==> config.mk <==
export PLATFORM = sky130hd
export DESIGN_NAME = imm_gen_pipe_flat
export DESIGN_NICKNAME = d
export VERILOG_FILES = /design/src/rtl/imm_gen_if.sv /design/src/rtl/imm_gen_pipe.sv /design/src/flat_wrapper.sv
export SDC_FILE = /design/constraint.sdc
export NUM_CORES = 1
export LEC_CHECK = 0
export CORE_MARGIN = 5
export CORE_UTILIZATION = 35
export DETAILED_ROUTE_END_ITERATION = 16
export GPL_ROUTABILITY_DRIVEN = 0
export PLACE_DENSITY = 0.69
export SLEW_MARGIN = 20
export SYNTH_ARGS = -nofsm -noshare
export SYNTH_HDL_FRONTEND = slang
export SYNTH_SLANG_ARGS = --single-unit
export TNS_END_PERCENT = 20
==> constraint.sdc <==
create_clock -name clk -period 1.4 [get_ports clk]
set_input_delay 0.42 -clock clk [delete_from_list [all_inputs] [get_ports clk]]
set_output_delay 0.42 -clock clk [all_outputs]
set_load 0.02 [all_outputs]
==> src/rtl/imm_gen_if.sv <==
// Request/response bundle for the immediate generator: decode-side request
// channel and register-read-side result channel, both valid/ready.
interface imm_gen_if #(
   parameter int XLEN  = 32,
   parameter int TAG_W = 4
) ();
   logic             in_valid;
   logic             in_ready;
   logic [31:0]      in_inst;
   logic [2:0]       in_imm_type;
   logic [TAG_W-1:0] in_tag;
   logic             out_valid;
   logic             out_ready;
   logic [XLEN-1:0]  out_imm;
   logic [TAG_W-1:0] out_tag;
   logic             out_illegal;

   // Generator side.
   modport slave (
      input  in_valid, in_inst, in_imm_type, in_tag, out_ready,
      output in_ready, out_valid, out_imm, out_tag, out_illegal
   );

   // Requester / consumer side.
   modport master (
      output in_valid, in_inst, in_imm_type, in_tag, out_ready,
      input  in_ready, out_valid, out_imm, out_tag, out_illegal
   );
endinterface

==> src/rtl/imm_gen_pipe.sv <==
// RISC-V immediate generator. Combinational decode on the input, then a
// two-entry buffer (OUT + SKID) so a registered in_ready still sustains one
// result per cycle. FIFO order; only flush or reset drop entries.
module imm_gen_pipe #(
   parameter int XLEN  = 32,
   parameter int TAG_W = 4
) (
   input  logic       clk,
   input  logic       rst_n,
   input  logic       flush,
   imm_gen_if.slave   bus
);

   typedef struct packed {
      logic [XLEN-1:0]  imm;
      logic [TAG_W-1:0] tag;
      logic             illegal;
   } entry_t;

   logic [31:0] inst;
   logic [63:0] dec64;
   logic        dec_ill;
   entry_t      new_ent;
   entry_t      out_q, out_d, skid_q, skid_d;
   logic        out_vld_q, out_vld_d;
   logic        skid_vld_q, skid_vld_d;
   logic        in_ready_q, in_ready_d;
   logic        accept, drain;
   logic        unused_bits;

   assign inst = bus.in_inst;

   // Decode at 64 bits and truncate, so sign extension is the same code for
   // both XLEN values (U at XLEN=64 gets bit 31 replicated for free).
   always_comb begin
      dec64   = '0;
      dec_ill = 1'b0;
      case (bus.in_imm_type)
         3'b000: dec64 = {{52{inst[31]}}, inst[31:20]};
         3'b001: dec64 = {{52{inst[31]}}, inst[31:25], inst[11:7]};
         3'b010: dec64 = {{51{inst[31]}}, inst[31], inst[7], inst[30:25], inst[11:8], 1'b0};
         3'b011: dec64 = {{32{inst[31]}}, inst[31:12], 12'b0};
         3'b100: dec64 = {{43{inst[31]}}, inst[31], inst[19:12], inst[20], inst[30:21], 1'b0};
         3'b101: dec64 = {59'b0, inst[19:15]};
         3'b110: begin
            if (XLEN == 64) dec64 = {58'b0, inst[25:20]};
            else            dec64 = {59'b0, inst[24:20]};
         end
         default: begin
            dec64   = '0;
            dec_ill = 1'b1;
         end
      endcase
   end

   assign new_ent     = '{imm: dec64[XLEN-1:0], tag: bus.in_tag, illegal: dec_ill};
   // Opcode bits and the upper decode bits at XLEN=32 are intentionally dropped.
   assign unused_bits = ^{inst[6:0], dec64};

   assign accept = bus.in_valid && in_ready_q && !flush;
   assign drain  = out_vld_q && bus.out_ready;

   // Buffer steering: OUT refills from SKID first, new data lands behind it.
   always_comb begin
      out_d      = out_q;
      out_vld_d  = out_vld_q;
      skid_d     = skid_q;
      skid_vld_d = skid_vld_q;
      if (flush) begin
         out_vld_d  = 1'b0;
         skid_vld_d = 1'b0;
      end else if (drain || !out_vld_q) begin
         if (skid_vld_q) begin
            out_d      = skid_q;
            out_vld_d  = 1'b1;
            skid_vld_d = accept;
            if (accept) skid_d = new_ent;
         end else if (accept) begin
            out_d     = new_ent;
            out_vld_d = 1'b1;
         end else begin
            out_vld_d = 1'b0;
         end
      end else if (accept) begin
         skid_d     = new_ent;
         skid_vld_d = 1'b1;
      end
      // Ready only while the overflow slot is free after this edge.
      in_ready_d = !skid_vld_d;
   end

   // State registers; in_ready held low during reset, high one edge later.
   always_ff @(posedge clk or negedge rst_n) begin
      if (!rst_n) begin
         out_q      <= '0;
         out_vld_q  <= 1'b0;
         skid_q     <= '0;
         skid_vld_q <= 1'b0;
         in_ready_q <= 1'b0;
      end else begin
         out_q      <= out_d;
         out_vld_q  <= out_vld_d;
         skid_q     <= skid_d;
         skid_vld_q <= skid_vld_d;
         in_ready_q <= in_ready_d;
      end
   end

   assign bus.in_ready    = in_ready_q;
   assign bus.out_valid   = out_vld_q;
   assign bus.out_imm     = out_q.imm;
   assign bus.out_tag     = out_q.tag;
   assign bus.out_illegal = out_q.illegal;

endmodule

==> src/flat_wrapper.sv <==
// flat-port wrapper written by rule: the top's interface ports become plain ports
module imm_gen_pipe_flat 
#(
   parameter int XLEN  = 32,
   parameter int TAG_W = 4
)
  (clk, rst_n, flush, bus_in_valid, bus_in_inst, bus_in_imm_type, bus_in_tag, bus_out_ready, bus_in_ready, bus_out_valid, bus_out_imm, bus_out_tag, bus_out_illegal);
  imm_gen_if #(.XLEN(XLEN), .TAG_W(TAG_W)) bus_i ();
  input  logic clk;
  input  logic rst_n;
  input  logic flush;
  input wire logic [$bits(bus_i.in_valid)-1:0] bus_in_valid;
  input wire logic [$bits(bus_i.in_inst)-1:0] bus_in_inst;
  input wire logic [$bits(bus_i.in_imm_type)-1:0] bus_in_imm_type;
  input wire logic [$bits(bus_i.in_tag)-1:0] bus_in_tag;
  input wire logic [$bits(bus_i.out_ready)-1:0] bus_out_ready;
  output wire logic [$bits(bus_i.in_ready)-1:0] bus_in_ready;
  output wire logic [$bits(bus_i.out_valid)-1:0] bus_out_valid;
  output wire logic [$bits(bus_i.out_imm)-1:0] bus_out_imm;
  output wire logic [$bits(bus_i.out_tag)-1:0] bus_out_tag;
  output wire logic [$bits(bus_i.out_illegal)-1:0] bus_out_illegal;
  assign bus_i.in_valid = bus_in_valid;
  assign bus_i.in_inst = bus_in_inst;
  assign bus_i.in_imm_type = bus_in_imm_type;
  assign bus_i.in_tag = bus_in_tag;
  assign bus_i.out_ready = bus_out_ready;
  assign bus_in_ready = bus_i.in_ready;
  assign bus_out_valid = bus_i.out_valid;
  assign bus_out_imm = bus_i.out_imm;
  assign bus_out_tag = bus_i.out_tag;
  assign bus_out_illegal = bus_i.out_illegal;
  imm_gen_pipe #(.XLEN(XLEN), .TAG_W(TAG_W)) u_core (.clk(clk), .rst_n(rst_n), .flush(flush), .bus(bus_i));
endmodule
# Yosys cells after proc, flatten, opt, wreduce, memory -nomap -nowiden
# Index checks and enable logic that the tools add are counted.
# word_totals
inputBits	44
output_inout_bits	39
regBits	77
word_cells	45
# classes
bitwise	1
n_reduce_logical	13
eq_ne	7
muxes	15
# op_table
cell	count
case mux 32 bit (7 select lines)	1
2-to-1 mux 37 bit	5
equality test 3 bit, second input constant	3
2-to-1 mux 1 bit	9
OR reduction 7 bit	1
equality test 3 x 2 -> 1 bit, second input constant	2
nonzero test 2 bit	2
equality test 3 x 1 -> 1 bit, second input constant	1
logical AND 1 bit	3
zero test 1 bit	3
zero test 3 bit	1
AND reduction 3 bit	1
inequality test 2 x 1 -> 1 bit, second input constant	1
AND reduction 2 bit	1
logical OR 1 bit	1
inverter 1 bit	1

# Depth between registers and ports, before layout
# depth
depth_word	6
depth_mapped	6
depth_no_buf	4

# Worst setup path after synthesis
# Ideal clock, no wire load.
# synth_timing
kind	register to register
start	register u_core.out_vld_q (netlist: u_core.bus.out_valid)
end	register u_core.out_q (netlist bit u_core.bus.out_imm[25])
slack_ns	-0.255
path_buffers	2
stages_incl_launch_ff	7
setup_time_ns	0.124
synth_period_minus_slack_ns	1.655
t_arrival_ns	1.532
required_time_ns	1.276
path_cell_list	dfrtp_1 > nor2b_1 > or3_1 > buf_2 > buf_4 > a221oi_2 > nor2_1
# synth_via
elab_chain_cells	3
elab_cells_between_ends	4
cone_classes	reduce/logical (4)
# synth_rtl
item	line_no	source
start: declaration	imm_gen_pipe.sv:25	logic out_vld_q, out_vld_d;
start signal: assignment	imm_gen_pipe.sv:102	out_vld_q <= out_vld_d;
logical AND 1 bit or zero test 1 bit (tied branches)	imm_gen_pipe.sv:61, imm_gen_pipe.sv:72	
logical OR 1 bit *	imm_gen_pipe.sv:72	end else if (drain || !out_vld_q) begin
AND reduction 3 bit (no line) *	--	
end signal: assignment	imm_gen_pipe.sv:101	out_q <= out_d;
end: declaration	imm_gen_pipe.sv:24	entry_t out_q, out_d, skid_q, skid_d;
# Every way passes the cells marked *; elsewhere a longest branch is shown, timed or not.
# A chain may end at the register's enable or synchronous reset.

# Final worst setup path
# layout_timing
start	register u_core.out_vld_q (netlist: u_core.bus.out_valid)
end	register u_core.out_q (netlist bit u_core.bus.out_imm[28])
# Same word-level chain as after synthesis.

==> run_results.csv <==
group,metric,value,unit
final_layout,fill_cells,940,
power_and_ir_drop,power,6.40,mW
timing,worst_slew_pin_slew,0.447,ns
synth,synth_nets,456,
job,max_cap_violations,0,
synth,yosysWarnings,0,
die,core,10800,sq um
synth,yosysUniqueCellTypes,34,
final_layout,layout_common_cells,"dfrtp_1, nand2_1, nor2_1",
final_layout,stdcell_count,664,
cts,cts_root_buf,"clkbuf_8",
final_layout,areaGrowthSynthToFinish,42.7,%
power_and_ir_drop,intPower,4.31,mW
power_and_ir_drop,pwr-share-comb,0.276,
timing,min_period_over_period,1.12,
timing,max_freq,637,MHz
grt,grtUsageTotal,0.164,
final_layout,nNetsFinal,563,
drt,vias,3468,
timing,slew_viol_final,0,
timing,setup_viol,39,
power_and_ir_drop,power_leakage,2.39,nW
min_path,hold_class,"in2async",
timing,hold_violations,0,
power_and_ir_drop,vdd_drop_max,596,uV
drt,drtIter0Drc,176,
die,die_area,13200,sq um
synth,syn_inst,412,
die,die_h,115,um
synth,synth_ff_type,"dfrtp_1",
drt,vias_per_cell,5.22,
timing,period_minus_slack,1.57,ns
grt,grt_overflow,0,
die,std_cell_rows,38,
status,violations,"negative setup slack",
power_and_ir_drop,seq_power_share,0.464,
final_layout,drive_gt1_frac,0.321,
die,io_pins,83,
grt,grt_pass1_vias,3524,
power_and_ir_drop,switching_power,2.10,mW
power_and_ir_drop,p_sw_frac,0.327,
cts,cts_tree,"built",
grt,grt_max_degree,78,
synth,syn-cell-area,3830,sq um
synth,synth-edff-count,0,
worst_setup_path,cp.arrival,1.85,ns
worst_setup_path,reg2reg_from,"u_core.bus.out_valid$_DFFE_PN0P_",
placed_design,port-buffer-count,75,
power_and_ir_drop,clkPwrFrac,0.260,
grt,grt_pass1_wl,17300,um
cts,hold_buffers,0,
placed_design,hpwl,7310,um
drt,postRouteAntennaNets,0,
final_layout,antenna_cells,0,
drt,drc,0,
timing,clock_skew,0.0115,ns
placed_design,dp_cells,636,
worst_setup_path,r2r_slack,-0.17,ns
cts,clk_pin_slew,0.09,ns
final_layout,mostFrequentLayoutCell,"dfrtp_1",
cts,h-tree-depth,3,
worst_setup_path,crit_path_end_kind,"flip-flop",
timing,rsz0062_at_grt,"yes",
timing,slew_headroom,0.701,
synth,synthArstFlopShare,1.00,
synth,syn_avg_cell_area,9.31,sq um
worst_setup_path,crit_fanout,8,
worst_setup_path,r2r-end,"u_core.bus.out_imm[28]$_DFFE_PN0P_",
drt,totalWireLength,10800,um
die,start_util,0.355,
die,die_w,115,um
cts,clock_sinks,77,
worst_setup_path,crit_type,"reg2reg",
worst_setup_path,start_kind,"flip-flop",
status,outcome,"complete, but fails checks",
synth,ys_seq_area_frac,0.502,
cts,cts.path.max_buffers,2,
cts,cts_buffers,9,
drt,firstDrtPassIters,4,
cts,insertion_delay,0.36,ns
grt,antenna_found_initial,0,
timing,worst_slack,-0.169,ns
drt,wl_per_cell,16.3,um
synth,synth-seq-cells,77,
worst_setup_path,worstPathRequired,1.68,ns
worst_setup_path,r2r_cells,9,
power_and_ir_drop,powerDensity,1170,nW/um^2
sequential cells by signal, indices dropped and copies added (netlist names):
| name | flops |
|---|---|
| u_core.bus.in_ready | 1 |
| u_core.bus.out_illegal | 1 |
| u_core.bus.out_imm | 32 |
| u_core.bus.out_tag | 4 |
| u_core.bus.out_valid | 1 |
| u_core.skid_q | 37 |
| u_core.skid_vld_q | 1 |
metal layers:
layer | GRT usage | vias up | wire length (um)
li1 | - | 1671 | -
met5 | 0 | - | 0
met4 | 0.0673 | 0 | 158
met1 | 0.214 | 1695 | 4720
met2 | 0.268 | 87 | 5350
met3 | 0.0322 | 15 | 572
kinds of logic (layout without fill, tap and decap cells):
family	after synthesis	count (layout)	share of synthesized area
fa+ha+maj	2	2	0.00555
mux	19	19	0.0532
buf+inv	41	153	0.0483
compound gates	116	116	0.200
simple gates	157	157	0.191
flops	77	77	0.502
cells in the mapped netlist, types with 2 or more instances:
cell	n	share of area
a211oi_1	4	0.0078
a21oi_1	24	0.031
a221oi_1	6	0.014
a221oi_2	6	0.023
a22o_1	11	0.025
buf_1	3	0.0029
buf_2	16	0.021
clkbuf_1	17	0.017
dfrtp_1	77	0.50
inv_1	3	0.0029
mux2_2	11	0.032
mux2i_1	8	0.021
nand2_1	54	0.053
nand2b_1	10	0.016
nand3_1	33	0.043
nand3b_1	13	0.025
nor2_1	40	0.039
nor2b_1	2	0.0033
o211ai_1	15	0.029
o21ai_0	40	0.052
o21ai_1	6	0.0078
worst max-delay path, stage by stage (launching register included):
cell     delay, ns
dfrtp_2       0.40
nor2b_4       0.14
buf_6         0.12
nor3_4        0.20
buf_6         0.15
buf_12        0.13
buf_8         0.13
buf_6         0.10
nor2_2        0.03
nor2_1        0.10
worst max path at each step:
| stage | from | end | slack, ns | cells after the start |
|---|---|---|---|---|
| detailed placement | bus_in_imm_type[2] | u_core.skid_q[25]$_DFFE_PN0P_ | -0.78 | 5 |
| floorplan | u_core.bus.out_valid$_DFFE_PN0P_ | u_core.bus.out_imm[25]$_DFFE_PN0P_ | -0.15 | 6 |
| global route | u_core.bus.out_valid$_DFFE_PN0P_ | u_core.bus.out_imm[28]$_DFFE_PN0P_ | -0.24 | 9 |
| global placement | bus_in_imm_type[2] | u_core.skid_q[31]$_DFFE_PN0P_ | -0.69 | 5 |
| CTS | u_core.bus.out_valid$_DFFE_PN0P_ | u_core.bus.out_imm[12]$_DFFE_PN0P_ | -0.11 | 6 |
| finish | u_core.bus.out_valid$_DFFE_PN0P_ | u_core.bus.out_imm[28]$_DFFE_PN0P_ | -0.17 | 9 |
final cells by class:
cell class	instances	area, sq um	share of cell area
multi-input combinational	294	1950	0.356
sequential	77	1930	0.352
timing repair buffer	134	1220	0.223
tap	140	175	0.0320
clock buffer	10	128	0.0233
clock inverter	6	63.8	0.0117
inverter	3	11.3	0.00206
through the flow:
stage | instance area (sq um) | utilization | hold slack, ns | worst slack, ns | TNS, ns
after floorplan | 3870 | - | 0.124 | -0.147 | -3.80
after global placement | 5030 | 0.466 | 0.463 | -0.693 | -45.28
after detailed placement | 5030 | 0.466 | 0.471 | -0.777 | -47.49
after CTS | 5280 | 0.489 | 0.0933 | -0.111 | -2.77
after global routing | 5470 | 0.507 | 0.124 | -0.237 | -6.85
final | 5470 | 0.507 | 0.0757 | -0.169 | -3.04
what timing repair did:
item,4_1_cts,5_1_grt
buffers inserted,1,8
gates resized for setup,204,47
endpoints found under the setup margin,113,76
pin swaps,21,17
hold endpoints to repair,0,0
gates cloned,2,1
power by group through the flow:
stage | Clock, mW | Combinational [mW] | Sequential, mW
after floorplan | 0 | 0.689 | 3.18
after global placement | 0 | 1.74 | 2.96
after detailed placement | 0 | 1.78 | 2.99
after CTS | 1.69 | 1.70 | 2.95
after global routing | 1.77 | 1.94 | 3.03
final | 1.67 | 1.77 | 2.97
Power figures use the tool's default switching activity.
